<file path="src/rtl/mac_drv_pkg.sv">
// Shared widths, state encoding and result record for the mac driver.
// Latency: n/a (declarations only).
// Backpressure: n/a.
package mac_drv_pkg;

    localparam int MAC_BW    = 8;
    localparam int ACC_BW    = 2 * MAC_BW + 4;
    localparam int CNT_BW    = 8;
    // Guard bits in ACC_BW cover this many full-scale terms; beyond it the sum may wrap.
    localparam int OVF_TERMS = 16;

    // Dot-product framing state: IDLE = no product open, ACC = product open.
    typedef logic [0:0] state_t;
    localparam state_t ST_IDLE = 1'b0;
    localparam state_t ST_ACC  = 1'b1;

    // One completed dot product as stored in the result FIFO.
    typedef struct packed {
        logic [ACC_BW-1:0] data;
        logic [CNT_BW-1:0] cnt;
        logic              ovf;
    } res_t;

    localparam int RES_W = ACC_BW + CNT_BW + 1;

    // Term counter increment that sticks at all-ones.
    function automatic logic [CNT_BW-1:0] cnt_sat_inc(input logic [CNT_BW-1:0] c);
        return (c == '1) ? c : c + 8'd1;
    endfunction

endpackage

</file>
<file path="src/rtl/mac_drv_if.sv">
// Operand stream, mac hookup and result stream of the mac driver.
// Latency: n/a (signal bundle only).
// Backpressure: in_valid/in_ready and out_valid/out_ready handshakes.
interface mac_drv_if;
    import mac_drv_pkg::*;

    logic              in_valid;
    logic              in_ready;
    logic [MAC_BW-1:0] in_a;
    logic [MAC_BW-1:0] in_b;
    logic              in_last;

    logic [MAC_BW-1:0] mac_a;
    logic [MAC_BW-1:0] mac_b;
    logic [ACC_BW-1:0] mac_c;
    logic              mac_acc_en;
    logic [ACC_BW-1:0] mac_oc;

    logic              out_valid;
    logic              out_ready;
    logic [ACC_BW-1:0] out_data;
    logic [CNT_BW-1:0] out_cnt;
    logic              out_ovf;

    // Driver side (the mac_drv block itself).
    modport slave (
        input  in_valid, in_a, in_b, in_last, mac_oc, out_ready,
        output in_ready, mac_a, mac_b, mac_c, mac_acc_en,
               out_valid, out_data, out_cnt, out_ovf
    );

    // Environment side: operand source, mac instance and result sink.
    modport master (
        output in_valid, in_a, in_b, in_last, mac_oc, out_ready,
        input  in_ready, mac_a, mac_b, mac_c, mac_acc_en,
               out_valid, out_data, out_cnt, out_ovf
    );

endinterface

</file>
<file path="src/rtl/mac_res_fifo.sv">
// Small synchronous FIFO holding completed dot-product results.
// Latency: write at cycle t is visible on rd_dat_o at t+1.
// Backpressure: wr_rdy_o low when full; simultaneous read+write keeps count.
module mac_res_fifo #(
    parameter  int WIDTH = 29,
    parameter  int DEPTH = 2,
    localparam int PTR_W = (DEPTH > 1) ? $clog2(DEPTH) : 1,
    localparam int CNT_W = $clog2(DEPTH + 1)
) (
    input  logic             clk_i,
    input  logic             rst_i,
    input  logic             wr_vld_i,
    output logic             wr_rdy_o,
    input  logic [WIDTH-1:0] wr_dat_i,
    output logic             rd_vld_o,
    input  logic             rd_rdy_i,
    output logic [WIDTH-1:0] rd_dat_o,
    output logic [CNT_W-1:0] count_o
);

    logic [WIDTH-1:0] mem_q [DEPTH];
    logic [PTR_W-1:0] wr_ptr_q, wr_ptr_d;
    logic [PTR_W-1:0] rd_ptr_q, rd_ptr_d;
    logic [CNT_W-1:0] cnt_q, cnt_d;
    logic             do_wr;
    logic             do_rd;

    function automatic logic [PTR_W-1:0] ptr_inc(input logic [PTR_W-1:0] p);
        return (p == PTR_W'(DEPTH - 1)) ? '0 : p + PTR_W'(1);
    endfunction

    assign wr_rdy_o = (cnt_q != CNT_W'(DEPTH));
    assign rd_vld_o = (cnt_q != '0);
    assign rd_dat_o = mem_q[rd_ptr_q];
    assign count_o  = cnt_q;
    assign do_wr    = wr_vld_i & wr_rdy_o;
    assign do_rd    = rd_rdy_i & rd_vld_o;

    // Pointer and occupancy next-state.
    always_comb begin
        wr_ptr_d = wr_ptr_q;
        rd_ptr_d = rd_ptr_q;
        cnt_d    = cnt_q;
        if (do_wr) wr_ptr_d = ptr_inc(wr_ptr_q);
        if (do_rd) rd_ptr_d = ptr_inc(rd_ptr_q);
        case ({do_wr, do_rd})
            2'b10:   cnt_d = cnt_q + CNT_W'(1);
            2'b01:   cnt_d = cnt_q - CNT_W'(1);
            default: cnt_d = cnt_q;
        endcase
    end

    // Pointer/occupancy registers; reset empties the FIFO.
    always_ff @(posedge clk_i) begin
        if (rst_i) begin
            wr_ptr_q <= '0;
            rd_ptr_q <= '0;
            cnt_q    <= '0;
        end else begin
            wr_ptr_q <= wr_ptr_d;
            rd_ptr_q <= rd_ptr_d;
            cnt_q    <= cnt_d;
        end
    end

    // Storage needs no reset: contents are only observed when count is non-zero.
    always_ff @(posedge clk_i) begin
        if (do_wr) mem_q[wr_ptr_q] <= wr_dat_i;
    end

endmodule

</file>
<file path="src/rtl/mac_drv.sv">
// Frames an operand stream into dot products on an external registered mac.
// Latency: last term accepted at cycle t -> result at out_valid from cycle t+2.
// Backpressure: in_ready drops when FIFO entries plus pending capture fill RES_DEPTH.
module mac_drv
    import mac_drv_pkg::*;
#(
    parameter int RES_DEPTH = 2
) (
    input  logic      clk,
    input  logic      rst,
    mac_drv_if.slave  bus
);

    localparam int FCNT_W = $clog2(RES_DEPTH + 1);

    state_t            state_q, state_d;
    logic [CNT_BW-1:0] cnt_q, cnt_d;
    logic              pend_q, pend_d;

    logic              accept;
    logic              in_ready;
    logic [FCNT_W-1:0] fifo_cnt;
    logic              fifo_wr_rdy;
    logic              fifo_rd_vld;
    logic              out_valid;
    res_t              wr_res;
    res_t              head;

    // A slot is reserved for the capture in flight, so a new last term can never overrun.
    assign in_ready = ~rst && ((int'(fifo_cnt) + int'(pend_q)) < RES_DEPTH);
    assign accept   = bus.in_valid & in_ready;

    assign bus.in_ready   = in_ready;
    // Idle cycles feed 0*0 with accumulate on, so the mac simply holds its value.
    assign bus.mac_a      = accept ? bus.in_a : '0;
    assign bus.mac_b      = accept ? bus.in_b : '0;
    assign bus.mac_c      = '0;
    assign bus.mac_acc_en = ~(accept && (state_q == ST_IDLE));

    // Framing state, term count and capture request.
    always_comb begin
        state_d = state_q;
        cnt_d   = cnt_q;
        pend_d  = 1'b0;
        if (accept) begin
            cnt_d   = (state_q == ST_IDLE) ? CNT_BW'(1) : cnt_sat_inc(cnt_q);
            state_d = bus.in_last ? ST_IDLE : ST_ACC;
            pend_d  = bus.in_last;
        end
    end

    // Reset drops any open product and any capture not yet written.
    always_ff @(posedge clk) begin
        if (rst) begin
            state_q <= ST_IDLE;
            cnt_q   <= '0;
            pend_q  <= 1'b0;
        end else begin
            state_q <= state_d;
            cnt_q   <= cnt_d;
            pend_q  <= pend_d;
        end
    end

    // The mac result for the last term appears one cycle after its accept; cnt_q still
    // holds this product's count even if a new product starts in the same cycle.
    assign wr_res.data = bus.mac_oc;
    assign wr_res.cnt  = cnt_q;
    assign wr_res.ovf  = (cnt_q > CNT_BW'(OVF_TERMS));

    mac_res_fifo #(
        .WIDTH (RES_W),
        .DEPTH (RES_DEPTH)
    ) u_res_fifo (
        .clk_i    (clk),
        .rst_i    (rst),
        .wr_vld_i (pend_q),
        .wr_rdy_o (fifo_wr_rdy),
        .wr_dat_i (wr_res),
        .rd_vld_o (fifo_rd_vld),
        .rd_rdy_i (bus.out_ready & ~rst),
        .rd_dat_o (head),
        .count_o  (fifo_cnt)
    );

    assign out_valid     = fifo_rd_vld & ~rst & (fifo_wr_rdy | 1'b1);
    assign bus.out_valid = out_valid;
    assign bus.out_data  = out_valid ? head.data : '0;
    assign bus.out_cnt   = out_valid ? head.cnt  : '0;
    assign bus.out_ovf   = out_valid ? head.ovf  : 1'b0;

endmodule

</file>
<file path="src/flat_wrapper.sv">
// flat-port wrapper written by rule: the top's interface ports become plain ports
module mac_drv_flat import mac_drv_pkg::*;
#(
    parameter int RES_DEPTH = 2
)
  (clk, rst, bus_in_valid, bus_in_a, bus_in_b, bus_in_last, bus_mac_oc, bus_out_ready, bus_in_ready, bus_mac_a, bus_mac_b, bus_mac_c, bus_mac_acc_en, bus_out_valid, bus_out_data, bus_out_cnt, bus_out_ovf);
  mac_drv_if bus_i ();
  input  logic clk;
  input  logic rst;
  input wire logic [$bits(bus_i.in_valid)-1:0] bus_in_valid;
  input wire logic [$bits(bus_i.in_a)-1:0] bus_in_a;
  input wire logic [$bits(bus_i.in_b)-1:0] bus_in_b;
  input wire logic [$bits(bus_i.in_last)-1:0] bus_in_last;
  input wire logic [$bits(bus_i.mac_oc)-1:0] bus_mac_oc;
  input wire logic [$bits(bus_i.out_ready)-1:0] bus_out_ready;
  output wire logic [$bits(bus_i.in_ready)-1:0] bus_in_ready;
  output wire logic [$bits(bus_i.mac_a)-1:0] bus_mac_a;
  output wire logic [$bits(bus_i.mac_b)-1:0] bus_mac_b;
  output wire logic [$bits(bus_i.mac_c)-1:0] bus_mac_c;
  output wire logic [$bits(bus_i.mac_acc_en)-1:0] bus_mac_acc_en;
  output wire logic [$bits(bus_i.out_valid)-1:0] bus_out_valid;
  output wire logic [$bits(bus_i.out_data)-1:0] bus_out_data;
  output wire logic [$bits(bus_i.out_cnt)-1:0] bus_out_cnt;
  output wire logic [$bits(bus_i.out_ovf)-1:0] bus_out_ovf;
  assign bus_i.in_valid = bus_in_valid;
  assign bus_i.in_a = bus_in_a;
  assign bus_i.in_b = bus_in_b;
  assign bus_i.in_last = bus_in_last;
  assign bus_i.mac_oc = bus_mac_oc;
  assign bus_i.out_ready = bus_out_ready;
  assign bus_in_ready = bus_i.in_ready;
  assign bus_mac_a = bus_i.mac_a;
  assign bus_mac_b = bus_i.mac_b;
  assign bus_mac_c = bus_i.mac_c;
  assign bus_mac_acc_en = bus_i.mac_acc_en;
  assign bus_out_valid = bus_i.out_valid;
  assign bus_out_data = bus_i.out_data;
  assign bus_out_cnt = bus_i.out_cnt;
  assign bus_out_ovf = bus_i.out_ovf;
  mac_drv #(.RES_DEPTH(RES_DEPTH)) u_core (.clk(clk), .rst(rst), .bus(bus_i));
endmodule
</file>
<file path="config.mk">
export PLATFORM = sky130hd
export DESIGN_NAME = mac_drv_flat
export DESIGN_NICKNAME = d
export VERILOG_FILES = /design/src/rtl/mac_drv_pkg.sv /design/src/rtl/mac_drv_if.sv /design/src/rtl/mac_res_fifo.sv /design/src/rtl/mac_drv.sv /design/src/flat_wrapper.sv
export SDC_FILE = /design/constraint.sdc
export NUM_CORES = 1
export LEC_CHECK = 0
export BUFFER_PORTS_ARGS = -buffer_cell sky130_fd_sc_hd__buf_2
export CAP_MARGIN = 20
export CORE_MARGIN = 8
export CORE_UTILIZATION = 40
export DETAILED_ROUTE_END_ITERATION = 8
export PLACE_DENSITY = 0.66
export SLEW_MARGIN = 10
export SYNTH_ARGS = -nofsm -noshare
export SYNTH_HDL_FRONTEND = slang
export SYNTH_SLANG_ARGS = --single-unit
export TNS_END_PERCENT = 10
</file>
<file path="constraint.sdc">
create_clock -name clk -period 4.9 [get_ports clk]
set_clock_uncertainty 0.05 [all_clocks]
set_input_delay 0.245 -clock clk [delete_from_list [all_inputs] [get_ports clk]]
set_output_delay 0.245 -clock clk [all_outputs]
set_load 0.01 [all_outputs]
</file>
==> summary.md <==
| Metric | Value |
|---|---|
| Critical Path RT | `5.12 ns` |
| Routed Antenna Nets | `0` |
| DRC Markers | `0` |
| Detailed Routing Iterations Pass 1 | `4` |
| Tcrit/Tclk final | `roughly 47%` |
| PD cells | `about 350 nW/um^2` |
| Filler cell count | `~710` |
| Number of port buffers | `88` |
| Worst skew pair latency | `between 0.3 and 0.4 ns` |
| Clk pwr share | `40.3%` |
| Setup Buffers After CTS | `0` |
| CP arrival | `roughly 2.5 ns` |
| Final GP Congestion | `between 0.7 and 0.8` |
| Resized cells post-CTS | `0` |
| Post-synth cell types | `38` |
| Per-cell routed wire length | `14.5 um` |
| Critical Path Slowest Stage Cell | `or4b_1` |
| Reg power frac | `between 50% and 60%` |
| Status | `finished, final reports clean` |
| Cells along the critical path | `a211oi_4 -> o311ai_2 -> or4b_1 -> a31oi_1` |
| GRT Overall Usage | `approximately an eighth` |
| Starting Density | `about 42%` |
| Switch Pwr | `293 uW` |
| Synthesized area | `roughly 3200 sq um` |
| Die ar. | `around 11000 sq um` |
| Internal power | `~1.1 mW` |
| Chip height | `around 110 um` |
| Largest net degree at the start of global routing | `31` |
| I/O pins | `~110` |
| Max Clk Rate | `between 400 and 500 MHz` |
| LEAKAGE | `1.59 nW` |
| Cts bufs inserted | `9` |
| Die extent in x | `roughly 110 um` |
| Seq cells post-synth | `between 70 and 80` |
| Critical path launch point type | `flip-flop` |
| Area delta synth->final | `21.2%` |
| Worst rel slew slack | `about two fifths` |
| Final hold violation count | `0` |
| Setup CP Type | `reg2reg` |
| Via density | `4.81` |
| Clock slew at reported path FFs | `~0.070 ns` |
| CTS Hold Bufs | `0` |
| Max_cap viols | `0` |
| Root buf cell | `clkbuf_8` |
| First-pass GRT wire length | `between 10 and 15 mm` |
| Cell Rows | `32` |
| Synthesis warning total | `0` |
| Inserted Diodes | `0` |
| Initial antenna violation count | `0` |
| Switching share of power | `about 22%` |
| Gr ovfl total | `0` |
| NumNets Final | `between 300 and 400` |
| Post-DP HPWL | `approximately 4.4 mm` |
| Mapped Cells | `~250` |
| Post-route minimum period | `around 2.3 ns` |
| RSZ-0062 raised after global routing | `no` |
| Layout cells sized above 1 | `32.4%` |
| Avg Cell Area, Syn | `between 10 and 15 sq um` |
| Max VDD drop | `between 0.1 and 0.15 mV` |
| CP max FO | `20` |
| CORE AREA | `about 7800 sq um` |
| Final WL | `between 6 and 7 mm` |
| # setup viols final | `0` |
| DR iter-0 viols | `70` |
| Design Power | `1.36 mW` |
| Maximum clock path buffer count | `2` |
| Post-synthesis sequential area ratio | `63.3%` |
| Final Slew Violations | `0` |
| H-tree depth | `3` |
| Worst-Margin Slew | `between 0.9 and 1 ns` |
| HP Class | `in2reg` |
| Crit end category | `flip-flop` |
| Clock Sinks | `73` |
| Vias in the first global route | `roughly 2200` |
| Slowest stage delay, CP | `~0.60 ns` |
| CTS tree | `done` |
| Final setup TNS | `0 ns` |
| Vias | `2156` |
| Comb pwr share | `under 10%` |
synthesized netlist by cell type, drive strengths merged:
| cell type | n | area share [%] |
|---|---|---|
| edfxtp | 58 | 54 |
| nor2 | 39 | 4.5 |
| mux2i | 29 | 9.0 |
| buf | 25 | 5.8 |
| and3 | 18 | 3.5 |
| dfxtp | 15 | 9.3 |
| nand2 | 10 | 1.2 |
| clkbuf | 9 | 1.1 |
| nand3 | 7 | 1.1 |
| inv | 5 | 0.58 |
| a31oi | 4 | 0.78 |
| ha | 3 | 1.2 |
| or4b | 3 | 0.93 |
| xnor2 | 3 | 0.82 |
| a211oi | 2 | 0.85 |
| a21oi | 2 | 0.31 |
| and2 | 2 | 0.39 |
| nand2b | 2 | 0.39 |
| nor3 | 2 | 0.31 |
| o21ai | 2 | 0.31 |
| o21bai | 2 | 0.47 |
| o311ai | 2 | 0.78 |
| a2111o | 1 | 0.35 |
| a41oi | 1 | 0.27 |
| conb | 1 | 0.12 |
| mux2 | 1 | 0.35 |
| nand3b | 1 | 0.23 |
| nand4 | 1 | 0.19 |
| nor3b | 1 | 0.23 |
| or3 | 1 | 0.19 |
| or4 | 1 | 0.23 |
| xor2 | 1 | 0.27 |
area by class of cell:
class	instances	area, sq um	area share (%)
Clock inverter	6	106	2.72
Multi-Input combinational cell	161	1020	26.2
Sequential cell	73	2040	52.3
Tap cell	102	128	3.27
Timing Repair Buffer	91	463	11.8
Clock buffer	10	128	3.27
Inverter	5	18.8	0.480
flip-flops by register name (all words and copies together) (netlist names), named ones only:
| register | count |
|---|---|
| u_core.cnt_q | 8 |
| u_core.pend_q | 1 |
| u_core.u_res_fifo.count_o | 2 |
| u_core.u_res_fifo.wr_ptr_q | 1 |
| u_core.u_res_fifo.mem_q | 58 |
| u_core.u_res_fifo.rd_ptr_q | 1 |
| u_core.state_q | 1 |
placed cells by master, fill, tap and decap left out, types with 2 or more instances in the layout:
cell	instances
bufinv_16	3
and2_1	2
nand2_1	10
nor2_2	2
clkbuf_8	9
buf_4	3
buf_2	88
nand2b_1	2
or4b_1	3
and3_1	18
nand3_1	7
nor2_1	37
a31oi_1	4
edfxtp_1	58
ha_1	3
inv_1	5
xnor2_1	3
conb_1	20
mux2i_1	29
a21oi_1	2
dfxtp_1	14
nor3_1	2
o21ai_0	2
logic make-up after synthesis:
family	synth area share (%)
compound gates	4.11
xor+xnor	1.09
fa+ha+maj	1.16
buf+inv	7.45
flops	63.3
mux	9.35
other cells	0.116
simple gates	13.4
metrics by stage:
step	cell area (sq um)	std cells	worst slack (ns)	hold slack, ns	utilization (%)
2_1_floorplan	3300	273	2.53	0.294	-
3_3_place_gp	3670	432	2.64	0.384	47.3
3_5_place_dp	3670	432	2.54	0.387	47.3
4_1_cts	3910	448	2.61	0.0206	50.3
5_1_grt	3910	448	2.40	0.00986	50.3
6_report	3910	448	2.61	0.0396	50.3
power groups by stage:
stage	registers [mW]	clock network [mW]	logic, mW
after floorplan	0.703	0	0.0884
after detailed placement	0.712	0	0.117
final	0.698	0.548	0.115
after CTS	0.698	0.559	0.117
after global placement	0.711	0	0.114
after global routing	0.700	0.585	0.129
worst max-delay path, delay by kind of cell, from the launching register on:
family           cells  cell delay (ns)
AO/OA/AOI/OAI        3             1.18
flip-flops           1             0.38
AND/OR/NAND/NOR      1             0.60
final timing paths:
path / end / start / cells past startpoint / slack, ns
worst max-delay path: u_core.cnt_q[6]$_SDFFE_PP0P_ / u_core.u_res_fifo.count_o[0]$_SDFFE_PP0P_ / 4 / 2.61
worst min-delay path: u_core.u_res_fifo.mem_q[1][11]$_DFFE_PP_ / bus_mac_oc[2] / 1 / 0.04
worst max register to register: u_core.cnt_q[6]$_SDFFE_PP0P_ / u_core.u_res_fifo.count_o[0]$_SDFFE_PP0P_ / 4 / 2.61
worst min register to register: u_core.u_res_fifo.rd_ptr_q$_SDFFE_PP0P_ / u_core.u_res_fifo.rd_ptr_q$_SDFFE_PP0P_ / 2 / 0.48
per-layer routing:
layer  part of all wire [%]  GRT usage [%]  vias to the layer above  wire length [um]
met2                     46           18.3                       84              3020
met5                      0              0                        -                 0
li1                       -              -                     1050                 -
met3                    9.3           5.91                        6               603
met1                     43           13.7                     1016              2820
met4                   0.91           5.13                        0                59
Note: power is estimated with default switching activity, not from simulation.
